$ cat config.mk
export PLATFORM = sky130hd
export DESIGN_NAME = main_control_fsm_flat
export DESIGN_NICKNAME = d
export VERILOG_FILES = /design/src/rtl/main_control_fsm_if.sv /design/src/rtl/main_control_fsm.sv /design/src/flat_wrapper.sv
export SDC_FILE = /design/constraint.sdc
export NUM_CORES = 1
export LEC_CHECK = 0
export ABC_AREA = 1
export CAP_MARGIN = 20
export CORE_AREA = 5 5 42 44
export DETAILED_ROUTE_END_ITERATION = 10
export DIE_AREA = 0 0 47 49
export GPL_TIMING_DRIVEN = 1
export PLACE_DENSITY = 0.73
export SYNTH_ARGS = -nofsm -noshare
export SYNTH_HDL_FRONTEND = slang
export SYNTH_SLANG_ARGS = --single-unit
$ cat constraint.sdc
create_clock -name clk -period 2.2 [get_ports clk]
set_clock_uncertainty 0.2 [all_clocks]
set_input_delay 0.55 -clock clk [delete_from_list [all_inputs] [get_ports clk]]
set_output_delay 0.55 -clock clk [all_outputs]
set_load 0.05 [all_outputs]
$ cat src/rtl/main_control_fsm_if.sv
// Control bundle between the main control FSM (master) and the datapath/fetch/memory side (slave).
// Carries the instruction handshake, the memory-ready return and every datapath enable.
interface main_control_fsm_if;
    logic       instr_valid;
    logic [6:0] opcode;
    logic       mem_ready;
    logic       ir_write;
    logic       pc_write;
    logic [1:0] alu_op;
    logic       alu_src;
    logic       branch;
    logic       mem_read;
    logic       mem_write;
    logic       reg_write;
    logic       mem_to_reg;
    logic       retire;
    logic       busy;
    logic       illegal;

    modport master (
        input  instr_valid, opcode, mem_ready,
        output ir_write, pc_write, alu_op, alu_src, branch, mem_read, mem_write,
               reg_write, mem_to_reg, retire, busy, illegal
    );

    modport slave (
        output instr_valid, opcode, mem_ready,
        input  ir_write, pc_write, alu_op, alu_src, branch, mem_read, mem_write,
               reg_write, mem_to_reg, retire, busy, illegal
    );
endinterface

$ cat src/rtl/main_control_fsm.sv
// Multi-cycle main control FSM for the RV32 subset core (lh, sh, bne, add, sll, or, andi).
// Define CTRL_ILLEGAL_TRAP_EN to trap unsupported opcodes in a sticky ILLEGAL state; otherwise they retire as NOPs.
module main_control_fsm (
    input  logic                      clk,
    input  logic                      rst_n,
    main_control_fsm_if.master        ctrl
);

    localparam logic [2:0] ST_FETCH   = 3'd0;
    localparam logic [2:0] ST_DECODE  = 3'd1;
    localparam logic [2:0] ST_EXEC    = 3'd2;
    localparam logic [2:0] ST_MEM     = 3'd3;
    localparam logic [2:0] ST_WB      = 3'd4;
    localparam logic [2:0] ST_ILLEGAL = 3'd5;

    localparam logic [6:0] OPC_R    = 7'b0110011;
    localparam logic [6:0] OPC_ANDI = 7'b0010011;
    localparam logic [6:0] OPC_LH   = 7'b0000011;
    localparam logic [6:0] OPC_SH   = 7'b0100011;
    localparam logic [6:0] OPC_BNE  = 7'b1100011;

    localparam logic [2:0] CLS_R    = 3'd0;
    localparam logic [2:0] CLS_ANDI = 3'd1;
    localparam logic [2:0] CLS_LH   = 3'd2;
    localparam logic [2:0] CLS_SH   = 3'd3;
    localparam logic [2:0] CLS_BNE  = 3'd4;
    localparam logic [2:0] CLS_NONE = 3'd7;

    localparam logic [1:0] ALU_ADD = 2'b00;
    localparam logic [1:0] ALU_SUB = 2'b01;
    localparam logic [1:0] ALU_RT  = 2'b10;
    localparam logic [1:0] ALU_AND = 2'b11;

    function automatic logic [2:0] classify(input logic [6:0] opc);
        logic [2:0] cls;
        case (opc)
            OPC_R:    cls = CLS_R;
            OPC_ANDI: cls = CLS_ANDI;
            OPC_LH:   cls = CLS_LH;
            OPC_SH:   cls = CLS_SH;
            OPC_BNE:  cls = CLS_BNE;
            default:  cls = CLS_NONE;
        endcase
        return cls;
    endfunction

    logic [2:0] state_r;
    logic [2:0] state_nx_s;
    logic [2:0] op_q_r;
    logic [2:0] decode_cls_s;
    logic       decode_legal_s;

    logic       ir_write_s;
    logic       pc_write_s;
    logic [1:0] alu_op_s;
    logic       alu_src_s;
    logic       branch_s;
    logic       mem_read_s;
    logic       mem_write_s;
    logic       reg_write_s;
    logic       mem_to_reg_s;
    logic       retire_s;
    logic       busy_s;
    logic       illegal_s;

    assign decode_cls_s   = classify(ctrl.opcode);
    assign decode_legal_s = (decode_cls_s != CLS_NONE);

    // State register and latched instruction class.
    always_ff @(posedge clk or negedge rst_n) begin
        if (!rst_n) begin
            state_r <= ST_FETCH;
            op_q_r  <= CLS_R;
        end else begin
            state_r <= state_nx_s;
            if ((state_r == ST_DECODE) && decode_legal_s) begin
                op_q_r <= decode_cls_s;
            end else begin
                op_q_r <= op_q_r;
            end
        end
    end

    // Next-state sequencing.
    always_comb begin
        state_nx_s = state_r;
        case (state_r)
            ST_FETCH: begin
                if (ctrl.instr_valid) state_nx_s = ST_DECODE;
                else                  state_nx_s = ST_FETCH;
            end
            ST_DECODE: begin
                if (decode_legal_s) begin
                    state_nx_s = ST_EXEC;
                end else begin
`ifdef CTRL_ILLEGAL_TRAP_EN
                    state_nx_s = ST_ILLEGAL;
`else
                    state_nx_s = ST_FETCH;
`endif
                end
            end
            ST_EXEC: begin
                case (op_q_r)
                    CLS_BNE:         state_nx_s = ST_FETCH;
                    CLS_LH, CLS_SH:  state_nx_s = ST_MEM;
                    CLS_R, CLS_ANDI: state_nx_s = ST_WB;
                    default:         state_nx_s = ST_FETCH;
                endcase
            end
            ST_MEM: begin
                if (ctrl.mem_ready) begin
                    if (op_q_r == CLS_LH) state_nx_s = ST_WB;
                    else                  state_nx_s = ST_FETCH;
                end else begin
                    state_nx_s = ST_MEM;
                end
            end
            ST_WB: state_nx_s = ST_FETCH;
            ST_ILLEGAL: begin
`ifdef CTRL_ILLEGAL_TRAP_EN
                state_nx_s = ST_ILLEGAL;
`else
                state_nx_s = ST_FETCH;
`endif
            end
            default: state_nx_s = ST_FETCH;
        endcase
    end

    // Output decode: state and op_q_r, plus the fetch handshake, memory completion and NOP retire.
    always_comb begin
        ir_write_s   = 1'b0;
        pc_write_s   = 1'b0;
        alu_op_s     = ALU_ADD;
        alu_src_s    = 1'b0;
        branch_s     = 1'b0;
        mem_read_s   = 1'b0;
        mem_write_s  = 1'b0;
        reg_write_s  = 1'b0;
        mem_to_reg_s = 1'b0;
        retire_s     = 1'b0;
        busy_s       = 1'b0;
        illegal_s    = 1'b0;
        case (state_r)
            ST_FETCH: begin
                if (ctrl.instr_valid) begin
                    ir_write_s = 1'b1;
                    pc_write_s = 1'b1;
                end else begin
                    ir_write_s = 1'b0;
                    pc_write_s = 1'b0;
                end
            end
            ST_DECODE: begin
                busy_s = 1'b1;
`ifndef CTRL_ILLEGAL_TRAP_EN
                retire_s = ~decode_legal_s;
`endif
            end
            ST_EXEC: begin
                busy_s = 1'b1;
                case (op_q_r)
                    CLS_LH, CLS_SH: begin
                        alu_op_s  = ALU_ADD;
                        alu_src_s = 1'b1;
                    end
                    CLS_BNE: begin
                        alu_op_s = ALU_SUB;
                        branch_s = 1'b1;
                        retire_s = 1'b1;
                    end
                    CLS_R: alu_op_s = ALU_RT;
                    CLS_ANDI: begin
                        alu_op_s  = ALU_AND;
                        alu_src_s = 1'b1;
                    end
                    default: alu_op_s = ALU_ADD;
                endcase
            end
            ST_MEM: begin
                busy_s      = 1'b1;
                alu_src_s   = 1'b1;
                mem_read_s  = (op_q_r == CLS_LH);
                mem_write_s = (op_q_r == CLS_SH);
                retire_s    = (op_q_r == CLS_SH) && ctrl.mem_ready;
            end
            ST_WB: begin
                busy_s       = 1'b1;
                reg_write_s  = 1'b1;
                mem_to_reg_s = (op_q_r == CLS_LH);
                retire_s     = 1'b1;
            end
            ST_ILLEGAL: begin
                busy_s = 1'b1;
`ifdef CTRL_ILLEGAL_TRAP_EN
                illegal_s = 1'b1;
`endif
            end
            default: busy_s = 1'b0;
        endcase
    end

    assign ctrl.ir_write   = ir_write_s;
    assign ctrl.pc_write   = pc_write_s;
    assign ctrl.alu_op     = alu_op_s;
    assign ctrl.alu_src    = alu_src_s;
    assign ctrl.branch     = branch_s;
    assign ctrl.mem_read   = mem_read_s;
    assign ctrl.mem_write  = mem_write_s;
    assign ctrl.reg_write  = reg_write_s;
    assign ctrl.mem_to_reg = mem_to_reg_s;
    assign ctrl.retire     = retire_s;
    assign ctrl.busy       = busy_s;
    assign ctrl.illegal    = illegal_s;

endmodule
$ cat src/flat_wrapper.sv
// flat-port wrapper written by rule: the top's interface ports become plain ports
module main_control_fsm_flat 
  (clk, rst_n, ctrl_instr_valid, ctrl_opcode, ctrl_mem_ready, ctrl_ir_write, ctrl_pc_write, ctrl_alu_op, ctrl_alu_src, ctrl_branch, ctrl_mem_read, ctrl_mem_write, ctrl_reg_write, ctrl_mem_to_reg, ctrl_retire, ctrl_busy, ctrl_illegal);
  main_control_fsm_if ctrl_i ();
  input  logic clk;
  input  logic rst_n;
  input wire logic [$bits(ctrl_i.instr_valid)-1:0] ctrl_instr_valid;
  input wire logic [$bits(ctrl_i.opcode)-1:0] ctrl_opcode;
  input wire logic [$bits(ctrl_i.mem_ready)-1:0] ctrl_mem_ready;
  output wire logic [$bits(ctrl_i.ir_write)-1:0] ctrl_ir_write;
  output wire logic [$bits(ctrl_i.pc_write)-1:0] ctrl_pc_write;
  output wire logic [$bits(ctrl_i.alu_op)-1:0] ctrl_alu_op;
  output wire logic [$bits(ctrl_i.alu_src)-1:0] ctrl_alu_src;
  output wire logic [$bits(ctrl_i.branch)-1:0] ctrl_branch;
  output wire logic [$bits(ctrl_i.mem_read)-1:0] ctrl_mem_read;
  output wire logic [$bits(ctrl_i.mem_write)-1:0] ctrl_mem_write;
  output wire logic [$bits(ctrl_i.reg_write)-1:0] ctrl_reg_write;
  output wire logic [$bits(ctrl_i.mem_to_reg)-1:0] ctrl_mem_to_reg;
  output wire logic [$bits(ctrl_i.retire)-1:0] ctrl_retire;
  output wire logic [$bits(ctrl_i.busy)-1:0] ctrl_busy;
  output wire logic [$bits(ctrl_i.illegal)-1:0] ctrl_illegal;
  assign ctrl_i.instr_valid = ctrl_instr_valid;
  assign ctrl_i.opcode = ctrl_opcode;
  assign ctrl_i.mem_ready = ctrl_mem_ready;
  assign ctrl_ir_write = ctrl_i.ir_write;
  assign ctrl_pc_write = ctrl_i.pc_write;
  assign ctrl_alu_op = ctrl_i.alu_op;
  assign ctrl_alu_src = ctrl_i.alu_src;
  assign ctrl_branch = ctrl_i.branch;
  assign ctrl_mem_read = ctrl_i.mem_read;
  assign ctrl_mem_write = ctrl_i.mem_write;
  assign ctrl_reg_write = ctrl_i.reg_write;
  assign ctrl_mem_to_reg = ctrl_i.mem_to_reg;
  assign ctrl_retire = ctrl_i.retire;
  assign ctrl_busy = ctrl_i.busy;
  assign ctrl_illegal = ctrl_i.illegal;
  main_control_fsm u_core (.clk(clk), .rst_n(rst_n), .ctrl(ctrl_i));
endmodule
# After elaboration in Yosys (flattened, before gate mapping)
# Cells that the tools add are included.
# op_classes
eq_ne	15
muxes	21
n_bitwise	1
n_reduce_logical	8
# op_table
cell	n
3-bit case mux with 5 select lines	1
7-bit by 6-bit equality test with 1-bit output (second input constant)	2
3-bit by 2-bit equality test with 1-bit output (second input constant)	4
3-bit case mux with 4 select lines	1
1-bit 2-to-1 mux	11
3-bit equality test (second input constant)	3
7-bit by 2-bit equality test with 1-bit output (second input constant)	1
7-bit by 5-bit equality test with 1-bit output (second input constant)	1
7-bit equality test (second input constant)	1
3-bit by 1-bit equality test with 1-bit output (second input constant)	2
3-bit zero test	2
3-bit 2-to-1 mux	2
2-bit case mux with 3 select lines	1
3-bit case mux with 2 select lines	1
5-bit OR reduction	1
2-bit 2-to-1 mux	2
1-bit case mux with 4 select lines	1
2-bit OR reduction	2
3-bit inequality test (second input constant)	1
3-bit OR reduction	1
1-bit logical AND	2
1-bit case mux with 2 select lines	1
1-bit NOT	1
# totals
regBits	6
in_bits	11
out_inout_bits	13

# Longest topological paths before layout
# Gate-level depths: netlist of the first run.
# depth
depth_word	5
depth_mapped	7
mapped_depth_nobuf	7

# Least setup slack after synthesis of the first run
# No wires, ideal clock.
# synth_timing
kind	reg2out
start	register u_core.state_r[2]
end	output port ctrl_alu_src
arrival_ps	1805
path_slack_ps	-355
stages_incl_launch_ff	4
path_cell_list	dfrtp_1 > inv_2 > nand3_2 > o31ai_1
# synth_between
elab_chain_len	2
# synth_lines
item	line_no	rtl
from (decl)	main_control_fsm.sv:47	logic [2:0] state_r;
from (signal assigned)	main_control_fsm.sv:75	state_r <= state_nx_s;
3-bit by 2-bit equality test with 1-bit output	main_control_fsm.sv:145	case (state_r)
1-bit case mux with 2 select lines (*)	main_control_fsm.sv:145	
to (decl)	flat_wrapper.sv:13	output wire logic [$bits(ctrl_i.alu_src)-1:0] ctrl_alu_src;
# Mark *: on every way between the ends. The rest lies on a longest branch, timed or not.

# Final worst setup path of the first run
# layout_timing
start	register u_core.state_r[0]
end	output port ctrl_alu_op[0]
# layout_between
elab_chain_len	2
# layout_lines
item	line_no	rtl
3-bit by 2-bit equality test with 1-bit output	main_control_fsm.sv:145	
2-bit 2-to-1 mux	main_control_fsm.sv:145	
to (decl)	flat_wrapper.sv:12	output wire logic [$bits(ctrl_i.alu_op)-1:0] ctrl_alu_op;
# Every way passes these cells.

==> results of run 1 <==
## worst paths after layout
kind                                              startpoint                            to  slack, ns  depth (start not counted)
worst min-delay path                                   rst_n  u_core.op_q_r[1]$_DFFE_PN0P_       0.34                          1
min in group clk                u_core.op_q_r[0]$_DFFE_PN0P_  u_core.op_q_r[0]$_DFFE_PN0P_       0.37                          2
worst max register to register   u_core.state_r[1]$_DFF_PN0_  u_core.op_q_r[0]$_DFFE_PN0P_       0.84                          4
max in group asynchronous                              rst_n   u_core.state_r[2]$_DFF_PN0_       1.22                          1
worst min register to register  u_core.op_q_r[0]$_DFFE_PN0P_  u_core.op_q_r[0]$_DFFE_PN0P_       0.37                          2
worst max-delay path             u_core.state_r[0]$_DFF_PN0_                ctrl_alu_op[0]       0.03                          6
## layout by cell type (no fill, tap or decap), drive strengths merged
master,instances
dlymetal6s2s,1
o211ai,1
nor2,12
buf,16
clkbuf,3
a21oi,2
nand4,1
nand3,10
nor3,1
o31ai,1
dfrtp,6
nand2,17
o21bai,1
conb,1
clkdlybuf4s50,2
dlygate4sd2,7
inv,15
nor4,1
## metal layers
layer / wire length (um) / GRT usage / share of wire / vias to the layer above
li1: - / - / - / 273
met1: 391 / 0.110 / 0.33 / 241
met2: 653 / 0.192 / 0.55 / 21
met3: 112 / 0.0332 / 0.095 / 5
met4: 21 / 0.0553 / 0.018 / 0
met5: 0 / 0 / 0 / -
## metrics by stage
stage | area [um2] | setup TNS [ns] | hold WS, ns | cells
floorplan | 494 | 0 | 0.0544 | 71
global placement | 855 | -0.213 | 0.311 | 109
detailed placement | 855 | -0.231 | 0.344 | 109
CTS | 901 | 0 | 0.346 | 113
global route | 922 | -0.0255 | 0.369 | 114
finish | 922 | 0 | 0.343 | 114
## critical path, delay by kind of cell, from the launching register on
family	cells	cell delay, ns
DFF	1	0.39
buffers and inverters	3	0.37
and+or+nand+nor	2	0.26
AOI/OAI and AO/OA	1	0.16
## where the power goes
group	total, mW	switching [mW]	internal (mW)
Clock	0.0990	0.0375	0.0616
Sequential	0.149	0.0240	0.125
Combinational	0.159	0.0948	0.0639
## kinds of logic after synthesis
kind of cell / count (synthesis) / synth area share
flip-flops: 6 / 0.318
AO/OA/AOI/OAI: 5 / 0.0690
other: 1 / 0.00795
buffers and inverters: 17 / 0.151
AND/OR/NAND/NOR: 42 / 0.454
## registers in the layout, summed over array words and instances, names as in the netlist
name,count
u_core.state_r,3
u_core.op_q_r,3
## what timing repair did
action / in CTS / in global routing
endpoints found under the setup margin: 1 / 2
buffers inserted: 1 / 1
gates resized for setup: 14 / 4
pin swaps: 7 / 4
## cell type report
| cell class | instances | area share |
|---|---|---|
| clock buffers | 3 | 0.0244 |
| inverters | 15 | 0.0611 |
| multi-input cells | 48 | 0.334 |
| flip-flops and latches | 6 | 0.164 |
| well taps | 16 | 0.0217 |
| repair buffers | 26 | 0.395 |
==> reports/metrics.cfg, run 1 <==
[run_status]
status=completed

[global_routing]
antenna_found_initial=0
track_usage=0.110
grt_max_degree=7
gr-total-overflow=0
grt_pass1_vias=483
grt_pass1_wl_mm=1.84

[drt]
wire_per_inst_um=10.3
vias=540
viasPerCell=4.74
drt-total-wl_mm=1.18
drcViolationCount=0
drt_pass1_iterations=3
ant_nets=0
drt_iter0_drc=4

[synth]
ys_types=17
synth_top_area_frac=0.318
ys_ff_latch=6
yosysSeqAreaShare=0.318
synth_common_cells=nand2_1 (17), inv_1 (13), nor2_1 (10), nand3_1 (7), dfrtp_1 (6)
synthCells=71
async_reset_ff_frac=1.00
syn_avg_cell_area_um2=6.64
synth_most_common_cell=nand2_1
syn_area_um2=472
synth_edf_count=0
yosysWarnings=0
synth.area.top_cells=dfrtp_1 (32%), nand2_1 (14%), inv_1 (10%), nor2_1 (8.0%), nand3_1 (7.4%)
synthesis.nets=82
synth.largest_area_cell=dfrtp_1
ys.flop_type=dfrtp_1

[worst_setup_path]
cp.arrival_ns=1.42
path_max_fanout=3
worstSetupEndpointType=output port
cp_slowest_stage_delay_ns=0.39
cpMostUsedCell=nand3_2
critical_path_class=register to output port
start_kind=register
crit_chain=inv_1 -> nand3_2 -> inv_2 -> nand3_2 -> o21bai_4 -> buf_12
crit_slowest_cell=dfrtp_1
cp.required_ns=1.45

[finish]
nets=111
drive_above_1_share=0.398
fillCellCount=130
fin_util=0.658
multi_input_area_um2=308
register_area_um2=151
insertedDiodeCount=0
syn_to_final_growth_pct=95.5

[clock_network]
clock-sinks=6
root_buffer=clkbuf_4
clkLatencyLatePin_ns=0.24
cts_made_buffers=3
cts_tree=yes
cts_max_path_buffers=2
hold_buffers=0
clk_transition_reported_paths_ns=0.05
cts-htree-levels=1

[floorplan]
fp.coreArea_um2=1400
ios=24
initial_utilization=0.337
rows=14
die-area_um2=2300
die_x_um=47
chipHeight_um=49

[pwr]
peakVddDrop_mv=0.315
leakage_nw=0.478
total_power_mw=0.406
power_density_nw_per_um2=441

[sta]
grt_setup_unrepaired=yes
finalMaxSlewViolations=0
timing.fmax_mhz=461
min_period_ns=2.17
hold_violations=0
fin_crit_sh=0.985
setup_viol_count_final=0
setup_ws_ns=0.0329

[placed_design]
preCtsSetupSlack_ns=-0.231
port_buffers=22
hpwlAfterDp_mm=1.01
routabilityCongestion=0.765

[worst_hold_path]
holdCritPathClass=input pin to async pin

[job]
cap_violations=0

Note: power is estimated with default switching activity, not from simulation.
==> run 2, diff against run 1 <==
Settings changed: SETUP_SLACK_MARGIN from default to 0.05.
==> run 2 against run 1 <==
  * Critical path depth did not move
  * Worst setup slack improved by 0.047 ns
  * Count of clock-buffer cells in the layout did not move
  * Flip-flop and latch count did not move
  * Sequential share of layout area fell by 1.1 points
  * Global-route usage rose by 3.6 points
  * Utilization rose by 5.7 points
  * Critical path type unchanged
  * Largest cell class unchanged
  * Highest routed layer unchanged
==> reports/metrics.cfg, run 2 (synthesized netlist as in run 1, its figures left out) <==
[clock_network]
hold_buffers=0  ; unchanged
root_buffer=clkbuf_4  ; unchanged
cts_max_path_buffers=2  ; unchanged
clock-sinks=6  ; unchanged
cts-htree-levels=1  ; unchanged
cts_tree=yes  ; unchanged
clk_transition_reported_paths_ns=0.05  ; about the same
cts_made_buffers=3  ; unchanged
clkLatencyLatePin_ns=0.24  ; about the same

[drt]
wire_per_inst_um=12.2  ; was 10.3 um
drt-total-wl_mm=1.49  ; was 1.18 mm
drt_iter0_drc=9  ; was 4
drcViolationCount=0  ; unchanged
vias=592  ; was 540
drt_pass1_iterations=4  ; was 3
ant_nets=0  ; unchanged
viasPerCell=4.85  ; was 4.74

[worst_setup_path]
cp.required_ns=1.45  ; about the same
reg2reg_depth=5  ; was 4
ff2ff_setup_slack_ns=0.85  ; was 0.84 ns
worstSetupEndpointType=output port  ; unchanged
cp.arrival_ns=1.37  ; was 1.42 ns
r2r_end=u_core.state_r[2]$_DFF_PN0_  ; was u_core.op_q_r[0]$_DFFE_PN0P_
path_max_fanout=3  ; unchanged
start_kind=register  ; unchanged
crit-reg2reg-launch=u_core.op_q_r[2]$_DFFE_PN0P_  ; was u_core.state_r[1]$_DFF_PN0_
critical_path_class=register to output port  ; unchanged

[global_routing]
gr-total-overflow=0  ; unchanged
track_usage=0.145  ; was 0.110
antenna_found_initial=0  ; unchanged
grt_max_degree=7  ; unchanged
grt_pass1_vias=623  ; was 483
grt_pass1_wl_mm=2.44  ; was 1.84 mm

[finish]
final_common_cell=nand2_1  ; unchanged
nets=119  ; was 111
reg_top3=u_core.op_q_r: 3 flops, u_core.state_r: 3 flops  ; unchanged
drive_above_1_share=0.500  ; was 0.398
final_cell_mix=nand2_1 (17), buf_12 (12), buf_4 (12), inv_1 (10), nor2_1 (6)  ; was nand2_1 (17), inv_1 (12), buf_12 (12)
syn_to_final_growth_pct=112  ; was 95.5%
fillCellCount=108  ; was 130
insertedDiodeCount=0  ; unchanged
register_area_um2=154  ; was 151 um2
multi_input_area_um2=325  ; was 308 um2

[worst_hold_path]
holdCritPathClass=input pin to async pin  ; unchanged

[floorplan]
die-area_um2=2300  ; unchanged
fp.coreArea_um2=1400  ; unchanged
chipHeight_um=49  ; unchanged
ios=24  ; unchanged
initial_utilization=0.337  ; unchanged
rows=14  ; unchanged
die_x_um=47  ; unchanged

[pwr]
power_density_nw_per_um2=428  ; was 441 nW/um2
leakage_nw=0.499  ; was 0.478 nW
peakVddDrop_mv=0.385  ; was 0.315 mV

[sta]
grt_setup_unrepaired=yes  ; unchanged
fin_tns_setup_ns=0  ; unchanged
timing.fmax_mhz=472  ; was 461 MHz
setup_viol_count_final=0  ; unchanged
finalMaxSlewViolations=0  ; unchanged
min_period_ns=2.12  ; was 2.17 ns
hold_ws_ns=0.345  ; was 0.343 ns
hold_violations=0  ; unchanged
fin_crit_sh=0.964  ; was 0.985
setup_ws_ns=0.0801  ; was 0.0329 ns

[placed_design]
preCtsSetupSlack_ns=-0.208  ; was -0.231 ns
hpwlAfterDp_mm=1.03  ; was 1.01 mm
routabilityCongestion=0.750  ; was 0.765
port_buffers=22  ; unchanged

[run_status]
status=completed  ; unchanged

[job]
cap_violations=0  ; unchanged

==> run 2: area by class of cell <==
type                            count  share of cell area
Timing Repair Buffer               34               0.418
Tap cell                           16              0.0200
Multi-Input combinational cell     48               0.325
Inverter                           15              0.0612
Clock buffer                        3              0.0225
Sequential cell                     6               0.154
==> run 2: power breakdown <==
part	switching, mW	total (mW)	internal, mW
clock	0.0377	0.0993	0.0616
combinational	0.107	0.180	0.0729
sequential	0.0236	0.150	0.126
total	0.168	0.428	0.260
==> run 2: critical path: stages, from the launching register on <==
cell and delay, ns:
dfrtp_2 0.45, inv_4 0.09, nand3_4 0.10, inv_4 0.09, nand3_4 0.08, o21bai_4 0.17, buf_12 0.15
==> run 2: how the worst max path moves through the flow <==
stage,from,endpoint,slack [ns]
3_3_place_gp,ctrl_opcode[5],ctrl_retire,-0.19
2_1_floorplan,u_core.state_r[2]$_DFF_PN0_,ctrl_alu_src,0.05
3_5_place_dp,ctrl_opcode[5],ctrl_retire,-0.21
6_report,u_core.state_r[2]$_DFF_PN0_,ctrl_alu_op[0],0.08
5_1_grt,u_core.op_q_r[2]$_DFFE_PN0P_,ctrl_mem_read,0.02
4_1_cts,u_core.state_r[1]$_DFF_PN0_,ctrl_retire,0.05
==> run 2: layer usage <==
metal / track usage / share of wire / vias up
met5: 0 / 0 / -
met2: 0.269 / 0.60 / 24
met1: 0.130 / 0.32 / 275
met4: 0.0737 / 0.014 / 0
li1: - / - / 289
met3: 0.0443 / 0.072 / 4
==> run 2: metrics by stage <==
| step | std cells | area, um2 | power [mW] | utilization |
|---|---|---|---|---|
| 2_1_floorplan | 71 | 499 | 0.239 | - |
| 3_3_place_gp | 109 | 860 | 0.303 | 0.613 |
| 3_5_place_dp | 109 | 860 | 0.309 | 0.613 |
| 4_1_cts | 119 | 963 | 0.417 | 0.688 |
| 5_1_grt | 122 | 1000 | 0.451 | 0.715 |
| 6_report | 122 | 1000 | 0.428 | 0.715 |
==> run 2: timing repair <==
action / CTS / global route
endpoints found under the setup margin: 3 / 13
gates cloned: 0 / 0
setup buffers: 7 / 3
pin swaps: 7 / 9
gates resized for setup: 19 / 11
==> run 3, diff against run 2 <==
Settings changed: ABC_AREA 1 to default, CTS_CLUSTER_DIAMETER from default to 40, PLACE_DENSITY 0.73 to 0.76.
Clock period 2.2 ns to 2.65 ns, I/O delays scaled along.
==> run 3 against run 2 <==
  * Register-to-register slack improved by 0.12 ns
  * Count of clock-buffer cells in the layout did not move
  * Critical path depth rose by 6
  * Hold slack improved by 0.073 ns
  * Flip-flop and latch count unchanged
  * Critical endpoint is now u_core.op_q_r[2]$_DFFE_PN0P_
==> reports/metrics.cfg, run 3 <==
[floorplan]
ios=24  ; unchanged
fp.coreArea_um2=1400  ; unchanged
chipHeight_um=49  ; unchanged
die_x_um=47  ; unchanged
die-area_um2=2300  ; unchanged
initial_utilization=0.365  ; was 0.337
rows=14  ; unchanged

[synth]
synth.area.top_cells=dfrtp_1 (29%), nor3_1 (4.9%), buf_4 (4.4%), nor3b_1 (4.4%), nand2b_1 (3.7%)  ; was dfrtp_1 (32%), nand2_1 (14%), inv_1 (10%), nor2_1 (8.0%), nand3_1 (7.4%)
synth.largest_area_cell=dfrtp_1  ; unchanged
synth_edf_count=0  ; unchanged
yosysWarnings=0  ; unchanged
syn_avg_cell_area_um2=8.25  ; was 6.64 um2
syn_area_um2=512  ; was 472 um2
async_reset_ff_frac=1.00  ; unchanged
ys_ff_latch=6  ; unchanged
synthesis.nets=73  ; was 82
synth_top_area_frac=0.293  ; was 0.318
ys_types=30  ; was 17
yosysSeqAreaShare=0.293  ; was 0.318
synthCells=62  ; was 71
synth_common_cells=dfrtp_1 (6), nor2_1 (5), nor3_1 (5), nand2_1 (4)  ; was nand2_1 (17), inv_1 (13), nor2_1 (10), nand3_1 (7), dfrtp_1 (6)
ys.flop_type=dfrtp_1  ; unchanged
synth_most_common_cell=dfrtp_1  ; was nand2_1

[pwr]
leakage_nw=0.442  ; was 0.499 nW
total_power_mw=0.366  ; was 0.428 mW
peakVddDrop_mv=0.408  ; was 0.385 mV
power_density_nw_per_um2=367  ; was 428 nW/um2

[finish]
final_common_cell=buf_4  ; was nand2_1
nets=112  ; was 119
reg_top3=u_core.op_q_r: 3 flops, u_core.state_r: 3 flops  ; unchanged
register_area_um2=155  ; was 154 um2
final_cell_mix=buf_4 (20), buf_12 (7), dlygate4sd2_1 (6), nor2_1 (5)  ; was nand2_1 (17), buf_12 (12), buf_4 (12), inv_1 (10), nor2_1 (6)
insertedDiodeCount=0  ; unchanged
fillCellCount=108  ; unchanged
multi_input_area_um2=388  ; was 325 um2
finalNonFillerCells=115  ; was 122
syn_to_final_growth_pct=94.6  ; was 112%
drive_above_1_share=0.495  ; was 0.500

[drt]
drt-total-wl_mm=1.51  ; was 1.49 mm
ant_nets=0  ; unchanged
wire_per_inst_um=13.1  ; was 12.2 um
drt_pass1_iterations=4  ; unchanged
viasPerCell=5.23  ; was 4.85
vias=602  ; was 592
drt_iter0_drc=5  ; was 9
drcViolationCount=0  ; unchanged

[clock_network]
cts_max_path_buffers=2  ; unchanged
clk_transition_reported_paths_ns=0.04  ; was 0.05 ns
hold_buffers=0  ; unchanged
cts_tree=yes  ; unchanged
clock-sinks=6  ; unchanged
cts_made_buffers=3  ; unchanged
clkLatencyLatePin_ns=0.24  ; about the same
root_buffer=clkbuf_4  ; unchanged
cts-htree-levels=1  ; unchanged

[placed_design]
hpwlAfterDp_mm=1.11  ; was 1.03 mm
port_buffers=22  ; unchanged
dp.cells=104  ; was 109
routabilityCongestion=0.803  ; was 0.750

[worst_setup_path]
path_max_fanout=4  ; was 3
worstSetupEndpointType=register  ; was output port
critical_path_class=input pin to register  ; was register to output port
cp.arrival_ns=2.44  ; was 1.37 ns
cp.required_ns=2.58  ; was 1.45 ns
r2r_end=u_core.op_q_r[2]$_DFFE_PN0P_  ; was u_core.state_r[2]$_DFF_PN0_
start_kind=input pin  ; was register
crit-reg2reg-launch=u_core.state_r[2]$_DFF_PN0_  ; was u_core.op_q_r[2]$_DFFE_PN0P_
reg2reg_depth=4  ; was 5
ff2ff_setup_slack_ns=0.97  ; was 0.85 ns

[run_status]
status=completed  ; unchanged

[sta]
timing.fmax_mhz=397
setup_viol_count_final=0  ; unchanged
hold_violations=0  ; unchanged
fin_crit_sh=0.950
grt_setup_unrepaired=no  ; was yes
min_period_ns=2.52
finalMaxSlewViolations=0  ; unchanged

[worst_hold_path]
holdCritPathClass=register to register  ; was input pin to async pin
hold_end=u_core.state_r[2]$_DFF_PN0_
hp-start=u_core.op_q_r[2]$_DFFE_PN0P_
hold_depth=2

[global_routing]
grt_pass1_wl_mm=2.54  ; was 2.44 mm
grt_max_degree=13  ; was 7
antenna_found_initial=0  ; unchanged
track_usage=0.145  ; about the same
gr-total-overflow=0  ; unchanged
grt_pass1_vias=611  ; was 623

[job]
cap_violations=0  ; unchanged

[run 3: cells by family after synthesis]
kind of cell,share of synthesized area
simple gates,0.403
compound gates,0.174
flops,0.293
buf+inv,0.0685
xor+xnor,0.0342
mux,0.0196
other cells,0.00733
[run 3: power breakdown]
| part | switching [mW] | internal (mW) |
|---|---|---|
| registers | 0.0239 | 0.105 |
| clock network | 0.0285 | 0.0509 |
| logic | 0.0818 | 0.0755 |
| total | 0.134 | 0.232 |
[run 3: critical path, stage by stage]
cell and delay [ns]:
dlygate4sd2_1 0.24, nand4bb_4 0.23, buf_4 0.15, buf_4 0.12
buf_4 0.12, buf_4 0.12, buf_4 0.12, buf_4 0.12
buf_4 0.12, buf_4 0.14, nor3_4 0.15, o21ba_1 0.17
[run 3: per-stage QoR]
step | utilization | setup TNS [ns] | setup WS (ns) | area (um2) | hold WS, ns
after floorplan | - | -0.0476 | -0.0476 | 533 | 0.167
after global placement | 0.625 | -0.248 | -0.248 | 876 | 0.387
after detailed placement | 0.625 | -0.251 | -0.251 | 876 | 0.398
after CTS | 0.702 | 0 | 0.0549 | 983 | 0.402
after global routing | 0.711 | 0 | 0.0702 | 996 | 0.460
final | 0.711 | 0 | 0.132 | 996 | 0.418
[run 3: how the worst max path moves through the flow]
stage | from | end | slack [ns] | cells past startpoint
floorplan | u_core.state_r[0]$_DFF_PN0_ | ctrl_mem_to_reg | -0.05 | 4
global placement | ctrl_mem_ready | ctrl_retire | -0.25 | 5
detailed placement | ctrl_mem_ready | ctrl_retire | -0.25 | 5
CTS | u_core.op_q_r[2]$_DFFE_PN0P_ | ctrl_retire | 0.05 | 4
global route | ctrl_opcode[3] | u_core.op_q_r[2]$_DFFE_PN0P_ | 0.07 | 12
finish | ctrl_opcode[3] | u_core.op_q_r[2]$_DFFE_PN0P_ | 0.13 | 12
[run 3: area by class of cell]
| class | count | area share |
|---|---|---|
| Multi-Input combinational cell | 50 | 0.389 |
| Clock buffer | 3 | 0.0226 |
| Inverter | 2 | 0.00754 |
| Sequential cell | 6 | 0.156 |
| Tap cell | 16 | 0.0201 |
| Timing Repair Buffer | 38 | 0.405 |
[run 3: per-layer routing]
layer,wire length (um),up-vias,track usage
li1,-,298,-
met2,835,12,0.265
met4,4,0,0.0276
met3,71,2,0.0221
met5,0,-,0
met1,595,290,0.171
[run 3: repair_timing]
item / in CTS / in global routing
hold endpoints to repair: 0 / 0
endpoints found under the setup margin: 1 / 3
pin swaps: 4 / 0
gates resized for setup: 19 / 5
setup buffers: 8 / 0
